==> src/rtl/leb128_encoder_if.sv <==
// Request and byte-stream handshake bundle for the LEB128 encoder.
// master drives requests and sink readiness; slave is the encoder itself.
interface leb128_encoder_if #(
  parameter int DW = 64,
  parameter int CW = 4
);
  logic          in_valid;
  logic          in_ready;
  logic [DW-1:0] in_value;
  logic          in_signed;
  logic          in_is64;
  logic          out_valid;
  logic          out_ready;
  logic [7:0]    out_byte;
  logic          out_last;
  logic [CW-1:0] byte_count;

  modport master (
    output in_valid, in_value, in_signed, in_is64, out_ready,
    input  in_ready, out_valid, out_byte, out_last, byte_count
  );

  modport slave (
    input  in_valid, in_value, in_signed, in_is64, out_ready,
    output in_ready, out_valid, out_byte, out_last, byte_count
  );
endinterface

==> src/rtl/leb128_encoder.sv <==
// Streams a 32/64-bit integer as ULEB128/SLEB128 bytes; first byte one cycle after acceptance.
// Bytes are back-to-back under out_ready; everything holds while out_ready is low, one bubble after the last byte.
module leb128_encoder #(
  parameter int DW = 64,
  parameter int CW = 4
) (
  input  logic            clk,
  input  logic            reset,
  leb128_encoder_if.slave bus
);
  typedef enum logic {IDLE, EMIT} state_t;

  state_t        state, state_next;
  logic [DW-1:0] w, w_next;
  logic          sgn, sgn_next;
  logic          is64, is64_next;
  logic [CW-1:0] cnt, cnt_next;
  logic [7:0]    obyte, obyte_next;
  logic          olast, olast_next;
  logic          ovalid, ovalid_next;
  logic [DW-1:0] w_ext;
  logic [8:0]    enc;

  function automatic logic [DW-1:0] shr7(input logic [DW-1:0] v, input logic s);
    logic [DW-1:0] r;
    if (s) r = $signed(v) >>> 7;
    else   r = v >> 7;
    return r;
  endfunction

  // Returns {last, byte}; the count check caps runaway encodings at the legal maximum length.
  function automatic logic [8:0] gen(input logic [DW-1:0] v, input logic s,
                                     input logic b64, input logic [CW-1:0] c);
    logic [DW-1:0] rest;
    logic          done;
    logic          cap;
    rest = shr7(v, s);
    if (s) done = ((rest == '0) && !v[6]) || ((&rest) && v[6]);
    else   done = (rest == '0);
    cap  = b64 ? (c == CW'(9)) : (c == CW'(4));
    done = done | cap;
    return {done, ~done, v[6:0]};
  endfunction

  assign bus.in_ready   = (state == IDLE);
  assign bus.out_valid  = ovalid;
  assign bus.out_byte   = obyte;
  assign bus.out_last   = olast;
  assign bus.byte_count = cnt;

  always_comb begin
    if (bus.in_signed) w_ext = {{(DW-32){bus.in_value[31]}}, bus.in_value[31:0]};
    else               w_ext = {{(DW-32){1'b0}}, bus.in_value[31:0]};
    if (bus.in_is64)   w_ext = bus.in_value;
  end

  always_comb begin
    state_next  = state;
    w_next      = w;
    sgn_next    = sgn;
    is64_next   = is64;
    cnt_next    = cnt;
    obyte_next  = obyte;
    olast_next  = olast;
    ovalid_next = ovalid;
    enc         = '0;
    case (state)
      IDLE: begin
        if (bus.in_valid) begin
          enc         = gen(w_ext, bus.in_signed, bus.in_is64, '0);
          w_next      = w_ext;
          sgn_next    = bus.in_signed;
          is64_next   = bus.in_is64;
          cnt_next    = '0;
          obyte_next  = enc[7:0];
          olast_next  = enc[8];
          ovalid_next = 1'b1;
          state_next  = EMIT;
        end
      end
      EMIT: begin
        if (ovalid && bus.out_ready) begin
          cnt_next = cnt + CW'(1);
          if (olast) begin
            ovalid_next = 1'b0;
            state_next  = IDLE;
          end else begin
            enc        = gen(shr7(w, sgn), sgn, is64, cnt + CW'(1));
            w_next     = shr7(w, sgn);
            obyte_next = enc[7:0];
            olast_next = enc[8];
          end
        end
      end
      default: state_next = IDLE;
    endcase
  end

  always_ff @(posedge clk) begin
    if (reset) begin
      state  <= IDLE;
      w      <= '0;
      sgn    <= 1'b0;
      is64   <= 1'b0;
      cnt    <= '0;
      obyte  <= 8'h00;
      olast  <= 1'b0;
      ovalid <= 1'b0;
    end else begin
      state  <= state_next;
      w      <= w_next;
      sgn    <= sgn_next;
      is64   <= is64_next;
      cnt    <= cnt_next;
      obyte  <= obyte_next;
      olast  <= olast_next;
      ovalid <= ovalid_next;
    end
  end
endmodule

==> src/flat_wrapper.sv <==
// flat-port wrapper written by rule: the top's interface ports become plain ports
module leb128_encoder_flat 
#(
  parameter int DW = 64,
  parameter int CW = 4
)
  (clk, reset, bus_in_valid, bus_in_value, bus_in_signed, bus_in_is64, bus_out_ready, bus_in_ready, bus_out_valid, bus_out_byte, bus_out_last, bus_byte_count);
  leb128_encoder_if #(.DW(DW), .CW(CW)) bus_i ();
  input  logic clk;
  input  logic reset;
  input wire logic [$bits(bus_i.in_valid)-1:0] bus_in_valid;
  input wire logic [$bits(bus_i.in_value)-1:0] bus_in_value;
  input wire logic [$bits(bus_i.in_signed)-1:0] bus_in_signed;
  input wire logic [$bits(bus_i.in_is64)-1:0] bus_in_is64;
  input wire logic [$bits(bus_i.out_ready)-1:0] bus_out_ready;
  output wire logic [$bits(bus_i.in_ready)-1:0] bus_in_ready;
  output wire logic [$bits(bus_i.out_valid)-1:0] bus_out_valid;
  output wire logic [$bits(bus_i.out_byte)-1:0] bus_out_byte;
  output wire logic [$bits(bus_i.out_last)-1:0] bus_out_last;
  output wire logic [$bits(bus_i.byte_count)-1:0] bus_byte_count;
  assign bus_i.in_valid = bus_in_valid;
  assign bus_i.in_value = bus_in_value;
  assign bus_i.in_signed = bus_in_signed;
  assign bus_i.in_is64 = bus_in_is64;
  assign bus_i.out_ready = bus_out_ready;
  assign bus_in_ready = bus_i.in_ready;
  assign bus_out_valid = bus_i.out_valid;
  assign bus_out_byte = bus_i.out_byte;
  assign bus_out_last = bus_i.out_last;
  assign bus_byte_count = bus_i.byte_count;
  leb128_encoder #(.DW(DW), .CW(CW)) u_core (.clk(clk), .reset(reset), .bus(bus_i));
endmodule
==> config.mk <==
export PLATFORM = sky130hd
export DESIGN_NAME = leb128_encoder_flat
export DESIGN_NICKNAME = d
export VERILOG_FILES = /design/src/rtl/leb128_encoder_if.sv /design/src/rtl/leb128_encoder.sv /design/src/flat_wrapper.sv
export SDC_FILE = /design/constraint.sdc
export NUM_CORES = 1
export LEC_CHECK = 0
export ABC_CLOCK_PERIOD_IN_PS = 2600
export CORE_ASPECT_RATIO = 0.8
export CORE_MARGIN = 8
export CORE_UTILIZATION = 54
export CTS_CLUSTER_SIZE = 25
export DETAILED_ROUTE_END_ITERATION = 10
export GPL_ROUTABILITY_DRIVEN = 0
export HOLD_SLACK_MARGIN = 0.12
export PLACE_DENSITY = 0.84
export SYNTH_ARGS = -nofsm -noshare
export SYNTH_HDL_FRONTEND = slang
export SYNTH_SLANG_ARGS = --single-unit
==> constraint.sdc <==
create_clock -name clk -period 2.6 [get_ports clk]
set_input_delay 0.52 -clock clk [delete_from_list [all_inputs] [get_ports clk]]
set_output_delay 0.52 -clock clk [all_outputs]
set_load 0.01 [all_outputs]
==> metrics.json <==
{
  "status": {"value": "complete, no violations"},
  "slew_headroom": {"value": 0.365},
  "final.fill_count": {"value": 588},
  "async_reset_ff_frac": {"value": 0},
  "post-route-min-period": {"value": 2010, "unit": "ps"},
  "first_iter_violations": {"value": 396},
  "crit_type": {"value": "in -> reg"},
  "area_delta_synth_final": {"value": 27.5, "unit": "%"},
  "fmax": {"value": 497, "unit": "MHz"},
  "path_depth": {"value": 6},
  "power.density_cell_area": {"value": 579, "unit": "nW/µm²"},
  "ys_top_cells_by_area": {"value": "dfxtp_1 38%, mux2i_1 8.6%, a211oi_1 6.8%"},
  "leakage_power": {"value": 0.00178, "unit": "µW"},
  "initial_utilization": {"value": 0.544},
  "slew_violations": {"value": 0},
  "fin_setup_tns": {"value": 0, "unit": "ps"},
  "grt_setup_unrepaired": {"value": "false"},
  "place_hpwl": {"value": 8960, "unit": "µm"},
  "synth_top_cell_by_area": {"value": "dfxtp_1"},
  "hold_class": {"value": "reg -> reg"},
  "timing_worst_slew_pin_value": {"value": 952, "unit": "ps"},
  "chipWidth": {"value": 112, "unit": "µm"},
  "wp_buf_inv": {"value": 1},
  "reg2reg_depth": {"value": 6},
  "power.total": {"value": 2920, "unit": "µW"},
  "number_of_buffers_created_by_cts": {"value": 9},
  "vias": {"value": 4226},
  "placement.io_buffers": {"value": 84},
  "path_clk_slew": {"value": 80, "unit": "ps"},
  "cts_root_buffer": {"value": "clkbuf_8"},
  "synth-edff-count": {"value": 0},
  "layout.nets": {"value": 644},
  "yosys_register_bits": {"value": 74},
  "drt_first_pass_iters": {"value": 5},
  "most_numerous_cell_in_the_yosys_netlist": {"value": "dfxtp_1"},
  "endpoint": {"value": "u_core.bus.out_last$_SDFFE_PP0P_"},
  "wl_per_cell": {"value": 18.3, "unit": "µm"},
  "tritoncts": {"value": "done"},
  "cp-end-kind": {"value": "flop"},
  "synth.cells.most_frequent": {"value": "74 x dfxtp_1, 67 x nand2_1, 57 x nor2_1"},
  "routedLengthMet1": {"value": 5390, "unit": "µm"},
  "timing.critical_path.from": {"value": "bus_in_value[38]"},
  "uppermost_metal_layer_occupied_by_signal_nets": {"value": "met4"},
  "post_synth_inst_count": {"value": 509},
  "final_setup_vio_count": {"value": 0},
  "antenna_found_initial": {"value": 0},
  "largest_net_degree_at_the_start_of_global_routing": {"value": 51},
  "synth.yosys.warnings": {"value": 0},
  "fp.dieArea": {"value": 10300, "unit": "µm²"},
  "cap_violations": {"value": 0},
  "synth.net_count": {"value": 580},
  "fin_worst_hold_slack": {"value": 490, "unit": "ps"},
  "postCtsSetupBuffers": {"value": 0},
  "drt_wl_total": {"value": 12200, "unit": "µm"},
  "crit_arrival": {"value": 2310, "unit": "ps"},
  "timing.clock.skew": {"value": 5.56, "unit": "ps"},
  "route.met2.wl": {"value": 5520, "unit": "µm"},
  "post_synth_num_cell_types": {"value": 32},
  "post-route-util": {"value": 0.694},
  "yosysTopAreaCellShare": {"value": 0.375},
  "regArea": {"value": 1480, "unit": "µm²"},
  "die_height": {"value": 92.5, "unit": "µm"},
  "hold_violations": {"value": 0},
  "multi_input_area": {"value": 2250, "unit": "µm²"},
  "num_antenna_cells": {"value": 0},
  "cts_resized": {"value": 0},
  "setup.worst_path.start_class": {"value": "input pin"},
  "final_layout_size_suffix_gt1_frac": {"value": 0.0640},
  "ff2ff_setup_slack": {"value": 600, "unit": "ps"},
  "critPathRequiredTime": {"value": 2900, "unit": "ps"},
  "critPathMaxStageDelay": {"value": 510, "unit": "ps"},
  "timing.rr.start": {"value": "u_core.w[63]$_SDFFE_PP0P_"},
  "crit_family": {"value": "simple AND/OR/NAND/NOR gates"},
  "crit_path_cell_trace": {"value": "clkdlybuf4s50_1, nor4_1, nand4_1, o21ai_0, a211o_1, and3_1"},
  "seq_area_frac_synth": {"value": 0.375},
  "rows": {"value": 28},
  "peakVddDrop": {"value": 0.000344, "unit": "V"},
  "global_route.usage.total": {"value": 0.229},
  "grt-ovfl-total": {"value": 0},
  "numClockSinks": {"value": 74},
  "cts_max_path_buffers": {"value": 2},
  "timing.critical_path.fanout_max": {"value": 3},
  "grt_pass1_wl": {"value": 19400, "unit": "µm"},
  "cts_hold_repair.buffers": {"value": 0},
  "clock_latency_on_the_worst_skew_pair": {"value": 350, "unit": "ps"},
  "detail-route-antenna-nets": {"value": 0},
  "crit_slowest_cell": {"value": "clkdlybuf4s50_1"},
  "io_pins": {"value": 85},
  "period_utilization": {"value": 0.774},
  "synth_ff_type": {"value": "dfxtp_1"},
  "syn_area": {"value": 3950, "unit": "µm²"},
  "detailroute.wirelength.met3": {"value": 1080, "unit": "µm"},
  "syn_avg_cell_area": {"value": 7.76, "unit": "µm²"},
  "reg2reg_to": {"value": "u_core.bus.out_last$_SDFFE_PP0P_"},
  "core_area": {"value": 7250, "unit": "µm²"},
  "vias_in_the_first_global_route": {"value": 3875},
  "number_of_vias_per_cell_after_detailed_routing": {"value": 6.33},
  "htreeDepth": {"value": 3},
  "remaining_drc_errors": {"value": 0}
}
-- power breakdown --
part           internal [µW]  switching [µW]
clock network            550             466
logic                    279             305
registers               1220            93.9
total                   2050             865
-- cells in the final DEF (no fill, tap or decap) --
cell and count:
clkinv_4 3, nand3_1 35, a311oi_1 1, or4_1 1, nand2b_1 3, a21oi_1 40, nand2_1 67, inv_8 1
buf_12 1, dfxtp_2 1, and3_1 2, clkbuf_8 9, nand2_2 1, clkdlybuf4s50_1 83, ha_1 1, o21ai_0 3
nor4b_1 1, nor2_1 57, bufinv_16 2, nand4_1 31, a211o_1 1, buf_4 13, o211ai_1 25, nand3_2 2
a211oi_1 36, dfxtp_1 73, nor3_1 12, inv_2 1, a31oi_1 2, o21a_1 1, nor4_1 28, nand3b_1 2
o21ai_4 1, nand4b_1 1, mux2i_1 34, buf_2 1, clkinv_2 1, o31ai_1 1
-- cell families (layout without fill, tap and decap cells) --
group | after synthesis | after routing | synth area share
muxes | 34 | 34 | 0.0862
DFF | 74 | 74 | 0.375
AOI/OAI and AO/OA | 111 | 111 | 0.184
adders and majority gates | 1 | 1 | 0.00317
buffers and inverters | 46 | 115 | 0.0555
and+or+nand+nor | 243 | 243 | 0.296
-- worst register-to-register path, stage by stage, from the launching register on --
cell	delay [ps]
dfxtp_1	440
nand4_1	170
or4_1	560
nor3_1	290
a31oi_1	210
nand3_2	130
and3_1	150
-- flip-flops by register name (all words and copies together) (netlist names) --
| register | count |
|---|---|
| u_core.w | 64 |
| u_core.bus.out_valid | 1 |
| u_core.sgn | 1 |
| u_core.bus.out_last | 1 |
| u_core.bus.byte_count | 4 |
| u_core.bus.out_byte | 1 |
| u_core.is64 | 1 |
| u_core.state | 1 |
-- worst min-delay path by stage --
| stage | from | end | slack [ps] | depth (start not counted) |
|---|---|---|---|---|
| after global placement | u_core.w[34]$_SDFFE_PP0P_ | u_core.w[34]$_SDFFE_PP0P_ | 470 | 2 |
| after CTS | u_core.w[32]$_SDFFE_PP0P_ | u_core.w[32]$_SDFFE_PP0P_ | 490 | 2 |
| after floorplan | u_core.w[34]$_SDFFE_PP0P_ | u_core.w[34]$_SDFFE_PP0P_ | 460 | 2 |
| after global routing | u_core.bus.out_byte[7]$_SDFFE_PP0P_ | u_core.bus.out_byte[7]$_SDFFE_PP0P_ | 510 | 2 |
| after detailed placement | u_core.w[45]$_SDFFE_PP0P_ | u_core.w[45]$_SDFFE_PP0P_ | 480 | 2 |
| final | u_core.bus.out_byte[7]$_SDFFE_PP0P_ | u_core.bus.out_byte[7]$_SDFFE_PP0P_ | 490 | 2 |
-- cell type report --
| class | count | area share |
|---|---|---|
| multi-input cells | 389 | 0.448 |
| flip-flops and latches | 74 | 0.295 |
| repair buffers | 98 | 0.189 |
| clock buffers | 9 | 0.0246 |
| well taps | 90 | 0.0224 |
| clock inverters | 7 | 0.0204 |
| inverters | 1 | 0.000746 |
-- metal layers --
metal	global-route usage	vias up
li1	-	2034
met2	0.367	224
met5	0	-
met1	0.298	1940
met4	0.0602	0
met3	0.0631	28
-- through the flow --
stage	std cells	setup WS (ps)	cell area [µm²]
finish	668	588	5030
global route	668	455	5030
CTS	668	600	5030
detailed placement	652	298	4810
global placement	652	194	4810
floorplan	509	949	3950
(Power assumes the default switching activity.)
